**config.mk**
```make
export PLATFORM = sky130hd
export DESIGN_NAME = addr_gen_2d_flat
export DESIGN_NICKNAME = d
export VERILOG_FILES = /design/src/rtl/addr_gen_2d_if.sv /design/src/rtl/addr_gen_2d.sv /design/src/flat_wrapper.sv
export SDC_FILE = /design/constraint.sdc
export NUM_CORES = 1
export LEC_CHECK = 0
export BUFFER_PORTS_ARGS = -buffer_cell sky130_fd_sc_hd__buf_4
export CORE_ASPECT_RATIO = 1.5
export CORE_MARGIN = 5
export CORE_UTILIZATION = 50
export DETAILED_ROUTE_END_ITERATION = 10
export PLACE_DENSITY_LB_ADDON = 0.05
export SYNTH_ARGS = -nofsm -noshare
export SYNTH_HDL_FRONTEND = slang
export SYNTH_SLANG_ARGS = --single-unit
```
**constraint.sdc**
```tcl
create_clock -name CLK -period 7.1 [get_ports CLK]
set_input_delay 0.355 -clock CLK [delete_from_list [all_inputs] [get_ports CLK]]
set_output_delay 0.355 -clock CLK [all_outputs]
set_load 0.005 [all_outputs]
```
**src/rtl/addr_gen_2d_if.sv**
```systemverilog
// addr_gen_2d_if: address stream between the 2D address generator and the
// operand SRAM read port.
//   out_valid  generator -> consumer, tuple valid
//   out_ready  consumer  -> generator, tuple accepted
//   addr/row/col/last  tuple payload (last marks the final tile element)
// Modports: master (generator side), slave (consumer side).
interface addr_gen_2d_if #(
    parameter int AW = 12,
    parameter int DW = 12
);
    logic          out_valid;
    logic          out_ready;
    logic [AW-1:0] addr;
    logic [DW-1:0] row;
    logic [DW-1:0] col;
    logic          last;

    modport master (
        output out_valid, addr, row, col, last,
        input  out_ready
    );

    modport slave (
        input  out_valid, addr, row, col, last,
        output out_ready
    );
endinterface

```
**src/rtl/addr_gen_2d.sv**
```systemverilog
// addr_gen_2d: walks a (row_max+1) x (col_max+1) tile of row-pitched memory
// and emits one {addr,row,col} tuple per accepted valid/ready beat.
// Addresses are built incrementally (no multiplier) and wrap modulo 2^AW.
//
// Ports:
//   CLK, RST      clock, asynchronous active-high reset
//   start         launch a traversal (honoured only when idle)
//   base          address of element (0,0)
//   row_max       last row index
//   col_max       last column index
//   pitch         address distance between consecutive rows
//   col_major     traversal order (only with ADDR_GEN_2D_COLMAJOR_EN)
//   busy          traversal in progress
//   done          one-cycle pulse after the final tuple is accepted
//   stream        address stream (addr_gen_2d_if.master)
//
// Build option: define ADDR_GEN_2D_COLMAJOR_EN to add the col_major port and
// column-major stepping; otherwise traversal is always row-major.
module addr_gen_2d #(
    parameter int AW = 12,
    parameter int DW = 12
) (
    input  logic          CLK,
    input  logic          RST,
    input  logic          start,
    input  logic [AW-1:0] base,
    input  logic [DW-1:0] row_max,
    input  logic [DW-1:0] col_max,
    input  logic [AW-1:0] pitch,
`ifdef ADDR_GEN_2D_COLMAJOR_EN
    input  logic          col_major,
`endif
    output logic          busy,
    output logic          done,
    addr_gen_2d_if.master stream
);

    localparam logic [0:0] IDLE = 1'b0;
    localparam logic [0:0] RUN  = 1'b1;

    logic [0:0]    state;
    logic [AW-1:0] base_q;
    logic [AW-1:0] pitch_q;
    logic [DW-1:0] row_max_q;
    logic [DW-1:0] col_max_q;
`ifdef ADDR_GEN_2D_COLMAJOR_EN
    logic          col_major_q;
`endif

    logic [AW-1:0] row_off;   // running row*pitch, accumulated
    logic [AW-1:0] addr_q;
    logic [DW-1:0] row_q;
    logic [DW-1:0] col_q;
    logic          last_q;
    logic          done_q;

    logic [AW-1:0] row_off_n;
    logic [AW-1:0] addr_n;
    logic [DW-1:0] row_n;
    logic [DW-1:0] col_n;
    logic          last_n;
    logic          fire;

    assign fire = (state == RUN) && stream.out_ready;

    // Position after the current tuple is accepted. Only used when fire is
    // high and the current tuple is not the last one, so the increments below
    // never step past row_max/col_max.
    always_comb begin
        row_off_n = row_off;
        addr_n    = addr_q;
        row_n     = row_q;
        col_n     = col_q;
`ifdef ADDR_GEN_2D_COLMAJOR_EN
        if (col_major_q) begin
            if (row_q < row_max_q) begin
                row_n     = row_q + DW'(1);
                row_off_n = row_off + pitch_q;
                addr_n    = addr_q + pitch_q;
            end else begin
                row_n     = '0;
                row_off_n = '0;
                col_n     = col_q + DW'(1);
                addr_n    = base_q + AW'(col_n);
            end
        end else
`endif
        begin
            if (col_q < col_max_q) begin
                col_n  = col_q + DW'(1);
                addr_n = addr_q + AW'(1);
            end else begin
                col_n     = '0;
                row_n     = row_q + DW'(1);
                row_off_n = row_off + pitch_q;
                addr_n    = base_q + row_off_n;
            end
        end
        last_n = (row_n == row_max_q) && (col_n == col_max_q);
    end

    always_ff @(posedge CLK or posedge RST) begin
        if (RST) begin
            state     <= IDLE;
            base_q    <= '0;
            pitch_q   <= '0;
            row_max_q <= '0;
            col_max_q <= '0;
`ifdef ADDR_GEN_2D_COLMAJOR_EN
            col_major_q <= 1'b0;
`endif
            row_off   <= '0;
            addr_q    <= '0;
            row_q     <= '0;
            col_q     <= '0;
            last_q    <= 1'b0;
            done_q    <= 1'b0;
        end else begin
            done_q <= 1'b0;
            case (state)
                IDLE: begin
                    if (start) begin
                        state     <= RUN;
                        base_q    <= base;
                        pitch_q   <= pitch;
                        row_max_q <= row_max;
                        col_max_q <= col_max;
`ifdef ADDR_GEN_2D_COLMAJOR_EN
                        col_major_q <= col_major;
`endif
                        row_off   <= '0;
                        addr_q    <= base;
                        row_q     <= '0;
                        col_q     <= '0;
                        // a 1x1 tile's first tuple is also its last
                        last_q    <= (row_max == '0) && (col_max == '0);
                    end
                end
                RUN: begin
                    if (fire) begin
                        if (last_q) begin
                            state   <= IDLE;
                            done_q  <= 1'b1;
                            row_off <= '0;
                            addr_q  <= '0;
                            row_q   <= '0;
                            col_q   <= '0;
                            last_q  <= 1'b0;
                        end else begin
                            row_off <= row_off_n;
                            addr_q  <= addr_n;
                            row_q   <= row_n;
                            col_q   <= col_n;
                            last_q  <= last_n;
                        end
                    end
                end
                default: state <= IDLE;
            endcase
        end
    end

    assign busy             = (state == RUN);
    assign done             = done_q;
    assign stream.out_valid = (state == RUN);
    assign stream.addr      = addr_q;
    assign stream.row       = row_q;
    assign stream.col       = col_q;
    assign stream.last      = last_q;

endmodule
```
**src/flat_wrapper.sv**
```systemverilog
// flat-port wrapper written by rule: the top's interface ports become plain ports
module addr_gen_2d_flat 
#(
    parameter int AW = 12,
    parameter int DW = 12
)
  (CLK, RST, start, base, row_max, col_max, pitch, busy, done, stream_out_valid, stream_addr, stream_row, stream_col, stream_last, stream_out_ready);
  addr_gen_2d_if #(.AW(AW), .DW(DW)) stream_i ();
  input  logic CLK;
  input  logic RST;
  input  logic start;
  input  logic [AW-1:0] base;
  input  logic [DW-1:0] row_max;
  input  logic [DW-1:0] col_max;
  input  logic [AW-1:0] pitch;
  output logic busy;
  output logic done;
  output wire logic [$bits(stream_i.out_valid)-1:0] stream_out_valid;
  output wire logic [$bits(stream_i.addr)-1:0] stream_addr;
  output wire logic [$bits(stream_i.row)-1:0] stream_row;
  output wire logic [$bits(stream_i.col)-1:0] stream_col;
  output wire logic [$bits(stream_i.last)-1:0] stream_last;
  input wire logic [$bits(stream_i.out_ready)-1:0] stream_out_ready;
  assign stream_out_valid = stream_i.out_valid;
  assign stream_addr = stream_i.addr;
  assign stream_row = stream_i.row;
  assign stream_col = stream_i.col;
  assign stream_last = stream_i.last;
  assign stream_i.out_ready = stream_out_ready;
  addr_gen_2d #(.AW(AW), .DW(DW)) u_core (.CLK(CLK), .RST(RST), .start(start), .base(base), .row_max(row_max), .col_max(col_max), .pitch(pitch), .busy(busy), .done(done), .stream(stream_i));
endmodule
```
==> results of run 1 <==
[final cells by class]
type,count,area [um2]
timing repair buffer,98,736
sequential,99,2480
inverter,19,73.8
multi-input combinational,618,3670
fill,1142,5070
clock buffer,10,229
clock inverter,6,65.1
tap,156,195
[through the flow]
step	utilization	total power [uW]	setup WS, ps	cells
final	0.595	3230	3100	1006
after global routing	0.595	3490	2740	1006
after CTS	0.595	3230	3110	1006
after detailed placement	0.571	2710	3140	990
after global placement	0.571	2640	3180	990
after floorplan	-	2220	3540	769
[cells in the final DEF, fill, tap and decap left out, drive strengths merged, types with 3 or more instances in the layout]
cell type,n
nand2,194
dfrtp,99
buf,98
o21ai,74
nor2,49
ha,36
a21oi,35
xnor2,32
nand3,25
xor2,23
inv,20
nor3,19
o31ai,14
and3,12
nand4,11
a21o,10
clkbuf,10
a22o,7
nor4,7
nand2b,6
a31oi,5
o211ai,5
nor2b,4
or3,4
a211oi,4
and2,4
a221oi,3
a211o,3
mux2,3
a2111oi,3
clkinv,3
[flip-flops by register name, indices dropped and copies added (netlist names), 12 cells and up]
name and count:
u_core.stream.col 12, u_core.base_q 12, u_core.col_max_q 12, u_core.stream.addr 12, u_core.row_off 12, u_core.stream.row 12, u_core.pitch_q 12, u_core.row_max_q 12
[routing by layer]
metal	wire length, um	share of wire
met3	892	0.049
met2	9480	0.53
met5	0	0
met1	6960	0.39
met4	691	0.038
[power by group through the flow]
stage | sequential, uW | combinational [uW] | clock, uW
after floorplan | 931 | 1290 | 0
after global placement | 992 | 1650 | 0
after detailed placement | 998 | 1710 | 0
after CTS | 989 | 1720 | 515
after global routing | 1020 | 1930 | 539
final | 991 | 1730 | 507
[cells by family (layout without fill, tap and decap cells)]
family | after synthesis | in the layout | synth area share
AND/OR/NAND/NOR | 342 | 342 | 0.235
AO/OA/AOI/OAI | 178 | 178 | 0.176
flip-flops | 99 | 99 | 0.389
XOR/XNOR | 55 | 55 | 0.0767
buffers and inverters | 52 | 133 | 0.0377
adder cells (fa/ha/maj) | 38 | 38 | 0.0769
multiplexers | 5 | 5 | 0.00844
[critical path, cell delays in order, from the launching register on]
cell	delay [ps]
sky130_fd_sc_hd__dfrtp_1	390
sky130_fd_sc_hd__ha_1	240
sky130_fd_sc_hd__fa_1	420
sky130_fd_sc_hd__a21o_1	180
sky130_fd_sc_hd__a21oi_1	240
sky130_fd_sc_hd__o21bai_1	90
sky130_fd_sc_hd__a21oi_1	280
sky130_fd_sc_hd__o21ai_0	190
sky130_fd_sc_hd__xor2_1	180
sky130_fd_sc_hd__ha_1	370
sky130_fd_sc_hd__nand3_1	100
sky130_fd_sc_hd__nand2_1	50
sky130_fd_sc_hd__a41o_1	220
sky130_fd_sc_hd__o41a_1	330
sky130_fd_sc_hd__xnor2_1	170
sky130_fd_sc_hd__xnor2_1	140
sky130_fd_sc_hd__a21oi_1	80
sky130_fd_sc_hd__a211oi_1	240
[path summary, 6_finish.rpt]
path | cells past startpoint | startpoint | end
max in group asynchronous | 3 | RST | u_core.stream.row[5]
hold reg to reg | 2 | u_core.pitch_q[7] | u_core.pitch_q[7]
min in group CLK | 3 | pitch[7] | u_core.pitch_q[7]
setup reg to reg | 17 | u_core.row_off[0] | u_core.stream.addr[11]
hold / removal | 2 | RST | u_core.base_q[1]
setup / recovery | 17 | u_core.row_off[0] | u_core.stream.addr[11]
==> impl_results.html, run 1 <==
<table>
<tr><th>Metric</th><th>Value</th></tr>
<tr><th colspan="2">Drt</th></tr>
<tr><td>Total DRC errors in the routed layout</td><td>0</td></tr>
<tr><td>DRC marker count from the first detailed-route iteration</td><td>253</td></tr>
<tr><td>Routed wire length</td><td>between 15 and 20 mm</td></tr>
<tr><td>Via-to-Cell Ratio</td><td>just under 6</td></tr>
<tr><td>First-pass iteration count of the detailed router</td><td>5</td></tr>
<tr><td>Total via count after detailed routing</td><td>5836</td></tr>
<tr><td>Average wire per standard cell</td><td>about 18 um</td></tr>
<tr><td>Antenna Violating Nets Remaining</td><td>0</td></tr>
<tr><th colspan="2">STA</th></tr>
<tr><td>Final period utilization</td><td>0.563</td></tr>
<tr><td>Maximum clock frequency</td><td>250 MHz</td></tr>
<tr><td>Pins Over Slew Limit</td><td>0</td></tr>
<tr><td>Setup TNS Final</td><td>0 ps</td></tr>
<tr><td>Final setup skew</td><td>8.38 ps</td></tr>
<tr><td>Count of final hold-check violations</td><td>13</td></tr>
<tr><td>Transition at the pin with the smallest max-transition slack</td><td>906 ps</td></tr>
<tr><td>Headroom to the max-slew limit</td><td>0.396</td></tr>
<tr><td>Fin crit period</td><td>4000 ps</td></tr>
<tr><td>RSZ-0062 raised after global routing</td><td>false</td></tr>
<tr><td>Smallest hold slack</td><td>-3.38 ps</td></tr>
<tr><td>Setup violation total in the final timing report</td><td>0</td></tr>
<tr><th colspan="2">Pwr</th></tr>
<tr><td>Leakage power figure</td><td>0.00360 uW</td></tr>
<tr><td>Share of total power consumed by net switching</td><td>0.445</td></tr>
<tr><td>IR Drop Worst-Case VDD</td><td>~0.23 mV</td></tr>
<tr><td>Pwr dens</td><td>434 nW/um2</td></tr>
<tr><td>Combinational group share of total power</td><td>0.536</td></tr>
<tr><td>Internal power contribution</td><td>1790 uW</td></tr>
<tr><td>Switching power summed over all nets</td><td>1440 uW</td></tr>
<tr><td>Clock network fraction of design power</td><td>0.157</td></tr>
<tr><td>Power share of the sequential group</td><td>0.307</td></tr>
<tr><th colspan="2">Clocking</th></tr>
<tr><td>Worst-skew pair later-pin latency</td><td>350 ps</td></tr>
<tr><td>Post_cts resized</td><td>0</td></tr>
<tr><td>Post-CTS setup repair buffer count</td><td>0</td></tr>
<tr><td>TritonCTS clock tree</td><td>done</td></tr>
<tr><td>CTS HTree Levels</td><td>3</td></tr>
<tr><td>Bufs on Longest Clock Path</td><td>2</td></tr>
<tr><td>Clock root buffer</td><td>sky130_fd_sc_hd__clkbuf_16</td></tr>
<tr><td>Reg clk slew, reported paths</td><td>80 ps</td></tr>
<tr><td>Hold buffers post-CTS</td><td>0</td></tr>
<tr><td>CTS sink count</td><td>roughly 100</td></tr>
<tr><td>Number of buffers inserted during clock tree synthesis</td><td>9</td></tr>
<tr><th colspan="2">Final layout</th></tr>
<tr><td>Cell area after layout</td><td>between 7000 and 8000 um2</td></tr>
<tr><td>Synthesis-to-finish area growth</td><td>16.7%</td></tr>
<tr><td>Total number of nets in the final design</td><td>935</td></tr>
<tr><td>Fraction of final layout cells with drive strength greater than 1</td><td>0.152</td></tr>
<tr><td>Count of antenna diodes in the layout</td><td>0</td></tr>
<tr><th colspan="2">Critical path</th></tr>
<tr><td>Critical Path Source Type</td><td>flop</td></tr>
<tr><td>Arr. time, crit path</td><td>4260 ps</td></tr>
<tr><td>Capturing element type of the critical path</td><td>flop</td></tr>
<tr><td>Required time worst endpoint</td><td>7360 ps</td></tr>
<tr><td>Reg2Reg Setup Slack</td><td>roughly 3100 ps</td></tr>
<tr><td>Largest driver fanout on the critical path</td><td>5</td></tr>
<tr><td>Critical setup path kind</td><td>reg2reg</td></tr>
<tr><th colspan="2">Placement</th></tr>
<tr><td>RePlAce Congestion</td><td>about 0.89</td></tr>
<tr><td>Estimated wirelength of the detail-placed design</td><td>12.9 mm</td></tr>
<tr><td>PortBufs</td><td>91</td></tr>
<tr><td>Placement Cell Area</td><td>7150 um2</td></tr>
<tr><th colspan="2">Outcome</th></tr>
<tr><td>Violations in the final reports</td><td>negative hold slack</td></tr>
<tr><td>Status</td><td>finished with violations</td></tr>
<tr><th colspan="2">Floorplanning</th></tr>
<tr><td>Die Outline Area</td><td>15200 um2</td></tr>
<tr><td>Area of the core</td><td>12500 um2</td></tr>
<tr><td>Y dimension of the die</td><td>between 100 and 150 um</td></tr>
<tr><td>Die X</td><td>102 um</td></tr>
<tr><td>Initial core utilization</td><td>0.510</td></tr>
<tr><td>Row cnt</td><td>50</td></tr>
<tr><td>IO Count</td><td>92</td></tr>
<tr><th colspan="2">GRT</th></tr>
<tr><td>Tot GR Track Use</td><td>0.243</td></tr>
<tr><td>Global-route met2 utilization</td><td>0.440</td></tr>
<tr><td>Initial antenna violation count</td><td>0</td></tr>
<tr><td>Met1 global-route usage</td><td>0.274</td></tr>
<tr><td>Maximum number of pins on one net before global-route repair</td><td>69</td></tr>
<tr><td>Number of global-route vias before repair</td><td>6015</td></tr>
<tr><td>GRT met3 Usage</td><td>0.0408</td></tr>
<tr><td>Busiest grt layer</td><td>met2</td></tr>
<tr><td>Overflow left after global routing</td><td>0</td></tr>
<tr><td>Global-route wire length before repair</td><td>29.0 mm</td></tr>
<tr><th colspan="2">Yosys</th></tr>
<tr><td>Async SR Flop Fraction</td><td>1.00</td></tr>
<tr><td>Cell types with the highest counts after synthesis</td><td>sky130_fd_sc_hd__nand2_1 (193), sky130_fd_sc_hd__dfrtp_1 (99), sky130_fd_sc_hd__o21ai_0 (73)</td></tr>
<tr><td>Synth top area cells</td><td>sky130_fd_sc_hd__dfrtp_1 (39%), sky130_fd_sc_hd__nand2_1 (11%), sky130_fd_sc_hd__ha_1 (7.1%), sky130_fd_sc_hd__o21ai_0 (5.7%), sky130_fd_sc_hd__xnor2_1 (4.3%)</td></tr>
<tr><td>Synthesized net count</td><td>roughly 860</td></tr>
<tr><td>Number of distinct standard cells referenced by the synthesized netlist</td><td>63</td></tr>
<tr><td>Post-synthesis cell type with the largest combined area</td><td>sky130_fd_sc_hd__dfrtp_1</td></tr>
<tr><td>Count of flip-flops with a built-in enable after synthesis</td><td>0</td></tr>
<tr><td>Seq/Total Area, Yosys</td><td>0.389</td></tr>
<tr><td>Avg Inst Size Synth</td><td>between 8 and 9 um2</td></tr>
<tr><td>Post-synthesis cell count</td><td>769</td></tr>
<tr><td>Post-synth top area share</td><td>0.389</td></tr>
<tr><td>Number of synthesized register bits</td><td>99</td></tr>
<tr><td>Dominant register cell in the synthesized netlist</td><td>sky130_fd_sc_hd__dfrtp_1</td></tr>
<tr><td>Netlist area before placement</td><td>6380 um2</td></tr>
<tr><td>Total number of yosys warnings</td><td>0</td></tr>
<tr><td>Most common cell in the synthesized netlist</td><td>sky130_fd_sc_hd__nand2_1</td></tr>
<tr><th colspan="2">Job</th></tr>
<tr><td>Count of maximum capacitance violations</td><td>0</td></tr>
<tr><th colspan="2">Worst hold path</th></tr>
<tr><td>Type of the tightest min-delay check</td><td>in2async</td></tr>
</table>
Note: power is estimated with default switching activity, not from simulation.
==> run 2: changes to the inputs <==
clock period = 3.79 ns   (was 7.1 ns; I/O delays follow)
==> run 2 against run 1 <==
  * First-iteration DRC count shrank 15%
  * Sequential power grew 88%
  * Setup slack lost 3000 ps
  * Worst hold slack improved by 32 ps
  * Core utilization up 1.7 points
  * Critical path type unchanged
  * The run now ends clean
  * Highest routed layer unchanged
  * Critical endpoint unchanged
  * Maximum frequency increased by 8.4%
==> impl_results.html, run 2 (synthesis results as in run 1) <==
<table>
<tr><th>Metric</th><th>Value</th></tr>
<tr><th colspan="2">Outcome</th></tr>
<tr><td>Status</td><td>completed (was finished with violations)</td></tr>
<tr><th colspan="2">Placement</th></tr>
<tr><td>Cell count after placement</td><td>1003 (was 990)</td></tr>
<tr><td>Placement Cell Area</td><td>7250 um2 (was 7150 um2)</td></tr>
<tr><td>RePlAce Congestion</td><td>0.881 (was 0.889)</td></tr>
<tr><td>PortBufs</td><td>91 (unchanged)</td></tr>
<tr><td>Estimated wirelength of the detail-placed design</td><td>13.4 mm (was 12.9 mm)</td></tr>
<tr><th colspan="2">Critical path</th></tr>
<tr><td>Required time worst endpoint</td><td>4050 ps (was 7360 ps)</td></tr>
<tr><td>Largest driver fanout on the critical path</td><td>2 (was 5)</td></tr>
<tr><td>Arr. time, crit path</td><td>3940 ps (was 4260 ps)</td></tr>
<tr><td>Reg2Reg Setup Slack</td><td>100 ps (was 3100 ps)</td></tr>
<tr><td>Count of cells along the worst register-to-register path</td><td>16 (was 17)</td></tr>
<tr><td>Worst reg2reg path endpoint</td><td>u_core.stream.addr[11] (unchanged)</td></tr>
<tr><td>Worst reg2reg startpoint</td><td>u_core.row_off[0] (unchanged)</td></tr>
<tr><td>Critical Path Source Type</td><td>flop (unchanged)</td></tr>
<tr><td>Capturing element type of the critical path</td><td>flop (unchanged)</td></tr>
<tr><td>Critical setup path kind</td><td>reg2reg (unchanged)</td></tr>
<tr><th colspan="2">STA</th></tr>
<tr><td>Transition at the pin with the smallest max-transition slack</td><td>932 ps (was 906 ps)</td></tr>
<tr><td>Headroom to the max-slew limit</td><td>0.379 (was 0.396)</td></tr>
<tr><td>Final period utilization</td><td>0.973 (was 0.563)</td></tr>
<tr><td>Final setup skew</td><td>10.4 ps (was 8.38 ps)</td></tr>
<tr><td>Fin crit period</td><td>3690 ps (was 4000 ps)</td></tr>
<tr><td>Pins Over Slew Limit</td><td>0 (unchanged)</td></tr>
<tr><td>Setup violation total in the final timing report</td><td>0 (unchanged)</td></tr>
<tr><td>Maximum clock frequency</td><td>271 MHz (was 250 MHz)</td></tr>
<tr><td>Count of final hold-check violations</td><td>0 (was 13)</td></tr>
<tr><th colspan="2">Floorplanning</th></tr>
<tr><td>Area of the core</td><td>12500 um2 (unchanged)</td></tr>
<tr><td>IO Count</td><td>92 (unchanged)</td></tr>
<tr><td>Y dimension of the die</td><td>148 um (unchanged)</td></tr>
<tr><td>Row cnt</td><td>50 (unchanged)</td></tr>
<tr><td>Die Outline Area</td><td>15200 um2 (unchanged)</td></tr>
<tr><td>Die X</td><td>102 um (unchanged)</td></tr>
<tr><td>Initial core utilization</td><td>0.510 (unchanged)</td></tr>
<tr><th colspan="2">Final layout</th></tr>
<tr><td>Fraction of final layout cells with drive strength greater than 1</td><td>0.178 (was 0.152)</td></tr>
<tr><td>Most common library cell in the layout ignoring fill and taps</td><td>sky130_fd_sc_hd__nand2_1 (unchanged)</td></tr>
<tr><td>Combined area of the multi-input logic cells</td><td>3700 um2 (was 3670 um2)</td></tr>
<tr><td>Final instance count without filler cells</td><td>1022 (was 1006)</td></tr>
<tr><td>Cell area after layout</td><td>7660 um2 (was 7440 um2)</td></tr>
<tr><td>Synthesis-to-finish area growth</td><td>20.1% (was 16.7%)</td></tr>
<tr><td>Total number of nets in the final design</td><td>951 (was 935)</td></tr>
<tr><td>Top library cells by usage in the layout, fill and taps aside</td><td>sky130_fd_sc_hd__nand2_1 (193), sky130_fd_sc_hd__buf_4 (114), sky130_fd_sc_hd__dfrtp_1 (99), sky130_fd_sc_hd__o21ai_0 (72), sky130_fd_sc_hd__nor2_1 (49) (was sky130_fd_sc_hd__nand2_1 (193), sky130_fd_sc_hd__dfrtp_1 (99), sky130_fd_sc_hd__buf_4 (98), sky130_fd_sc_hd__o21ai_0 (73), sky130_fd_sc_hd__nor2_1 (49))</td></tr>
<tr><td>Count of antenna diodes in the layout</td><td>0 (unchanged)</td></tr>
<tr><td>Total of fill cells in the finished design</td><td>1133 (was 1142)</td></tr>
<tr><td>Sequential cell area</td><td>2480 um2 (unchanged)</td></tr>
<tr><th colspan="2">Drt</th></tr>
<tr><td>Via-to-Cell Ratio</td><td>5.76 (was 5.80)</td></tr>
<tr><td>Total via count after detailed routing</td><td>5890 (was 5836)</td></tr>
<tr><td>Average wire per standard cell</td><td>17.9 um (about the same)</td></tr>
<tr><td>First-pass iteration count of the detailed router</td><td>7 (was 5)</td></tr>
<tr><td>Antenna Violating Nets Remaining</td><td>0 (unchanged)</td></tr>
<tr><td>Routed wire length</td><td>18.3 mm (was 18.0 mm)</td></tr>
<tr><td>DRC marker count from the first detailed-route iteration</td><td>214 (was 253)</td></tr>
<tr><td>Total DRC errors in the routed layout</td><td>0 (unchanged)</td></tr>
<tr><th colspan="2">Worst hold path</th></tr>
<tr><td>Type of the tightest min-delay check</td><td>in2reg (was in2async)</td></tr>
<tr><td>Launch instance of the worst min-delay path</td><td>pitch[6]</td></tr>
<tr><td>Worst min-delay path endpoint</td><td>u_core.pitch_q[6]</td></tr>
<tr><td>Worst hold path cell count</td><td>3</td></tr>
<tr><th colspan="2">Clocking</th></tr>
<tr><td>CTS sink count</td><td>99 (unchanged)</td></tr>
<tr><td>Number of buffers inserted during clock tree synthesis</td><td>9 (unchanged)</td></tr>
<tr><td>Reg clk slew, reported paths</td><td>70 ps (was 80 ps)</td></tr>
<tr><td>Bufs on Longest Clock Path</td><td>2 (unchanged)</td></tr>
<tr><td>Worst-skew pair later-pin latency</td><td>350 ps (about the same)</td></tr>
<tr><td>Clock root buffer</td><td>sky130_fd_sc_hd__clkbuf_16 (unchanged)</td></tr>
<tr><td>Hold buffers post-CTS</td><td>0 (unchanged)</td></tr>
<tr><td>CTS HTree Levels</td><td>3 (unchanged)</td></tr>
<tr><td>TritonCTS clock tree</td><td>done (unchanged)</td></tr>
<tr><th colspan="2">Pwr</th></tr>
<tr><td>Power share of the sequential group</td><td>0.289 (was 0.307)</td></tr>
<tr><td>Combinational group share of total power</td><td>0.538 (was 0.536)</td></tr>
<tr><td>Leakage power figure</td><td>0.00372 uW (was 0.00360 uW)</td></tr>
<tr><td>Post-route total power</td><td>6420 uW (was 3230 uW)</td></tr>
<tr><td>IR Drop Worst-Case VDD</td><td>0.479 mV (was 0.232 mV)</td></tr>
<tr><td>Switching power summed over all nets</td><td>2750 uW (was 1440 uW)</td></tr>
<tr><td>Share of total power consumed by net switching</td><td>0.428 (was 0.445)</td></tr>
<tr><td>Clock network fraction of design power</td><td>0.173 (was 0.157)</td></tr>
<tr><td>Internal power contribution</td><td>3670 uW (was 1790 uW)</td></tr>
<tr><td>Pwr dens</td><td>838 nW/um2 (was 434 nW/um2)</td></tr>
<tr><th colspan="2">GRT</th></tr>
<tr><td>Overflow left after global routing</td><td>0 (unchanged)</td></tr>
<tr><td>Tot GR Track Use</td><td>0.247 (was 0.243)</td></tr>
<tr><td>Initial antenna violation count</td><td>0 (unchanged)</td></tr>
<tr><td>Maximum number of pins on one net before global-route repair</td><td>72 (was 69)</td></tr>
<tr><td>Number of global-route vias before repair</td><td>6106 (was 6015)</td></tr>
<tr><td>Global-route wire length before repair</td><td>29.6 mm (was 29.0 mm)</td></tr>
<tr><th colspan="2">Job</th></tr>
<tr><td>Count of maximum capacitance violations</td><td>0 (unchanged)</td></tr>
</table>
[run 2: cell count changes in the layout (fill, tap and decap cells not counted), sizes merged]
cell | previous run | this run
clkinvlp | 1 | 0
buf | 98 | 114
clkinv | 3 | 1
bufinv | 1 | 3
clkbuf | 10 | 11
[run 2: repair_timing]
action                                  in CTS  in global routing
endpoints found under the setup margin       1                  1
pin swaps                                    3                 10
resized for setup                            2                  7
buffers inserted                             1                  2
[run 2: worst max-delay path, stage by stage (launching register included)]
cell	delay, ps
sky130_fd_sc_hd__dfrtp_1	390
sky130_fd_sc_hd__ha_2	200
sky130_fd_sc_hd__fa_2	350
sky130_fd_sc_hd__a21o_1	180
sky130_fd_sc_hd__a21oi_2	170
sky130_fd_sc_hd__buf_4	140
sky130_fd_sc_hd__xnor2_1	130
sky130_fd_sc_hd__ha_1	280
sky130_fd_sc_hd__or2_2	310
sky130_fd_sc_hd__a21oi_2	130
sky130_fd_sc_hd__a21oi_2	50
sky130_fd_sc_hd__a41o_1	260
sky130_fd_sc_hd__o41a_1	410
sky130_fd_sc_hd__xnor2_2	150
sky130_fd_sc_hd__xnor2_1	180
sky130_fd_sc_hd__a21oi_1	90
sky130_fd_sc_hd__a211oi_1	170
[run 2: final cells by class]
| class | count | area share |
|---|---|---|
| repair buffers | 114 | 0.112 |
| clock buffers | 11 | 0.0330 |
| flip-flops and latches | 99 | 0.323 |
| well taps | 156 | 0.0255 |
| inverters | 19 | 0.00964 |
| multi-input cells | 618 | 0.483 |
| clock inverters | 5 | 0.0140 |
[run 2: power groups by stage]
stage / clock [uW] / sequential [uW] / combinational, uW
2_1_floorplan: 0 / 1740 / 2420
3_3_place_gp: 0 / 1860 / 3200
3_5_place_dp: 0 / 1870 / 3300
4_1_cts: 1130 / 1850 / 3370
5_1_grt: 1180 / 1910 / 3870
6_report: 1110 / 1860 / 3450
[run 2: how the worst max path moves through the flow]
stage                 startpoint                     end  slack, ps  cells after the start
2_1_floorplan  u_core.row_off[0]  u_core.stream.addr[11]        230                     17
3_3_place_gp   u_core.row_off[0]  u_core.stream.addr[11]         30                     17
3_5_place_dp   u_core.row_off[0]  u_core.stream.addr[11]        -40                     16
4_1_cts        u_core.row_off[0]  u_core.stream.addr[11]         30                     17
5_1_grt        u_core.row_off[0]  u_core.stream.addr[11]        -20                     16
6_report       u_core.row_off[0]  u_core.stream.addr[11]        100                     16
[run 2: metal layers]
layer	wire length (um)	up-vias	share of wire	GRT usage
li1	-	2866	-	-
met1	7200	2832	0.39	0.280
met2	9820	155	0.54	0.457
met3	806	37	0.044	0.0371
met4	493	0	0.027	0.0919
met5	0	-	0	0
[run 2: through the flow]
stage	setup slack, ps	setup TNS (ps)	hold slack [ps]	util
floorplan	227	0	295	-
global placement	29.6	0	380	0.579
detailed placement	-36.8	-36.8	385	0.579
CTS	32.3	0	24.8	0.609
global route	-22.2	-22.2	30.2	0.612
finish	103	0	29.1	0.612
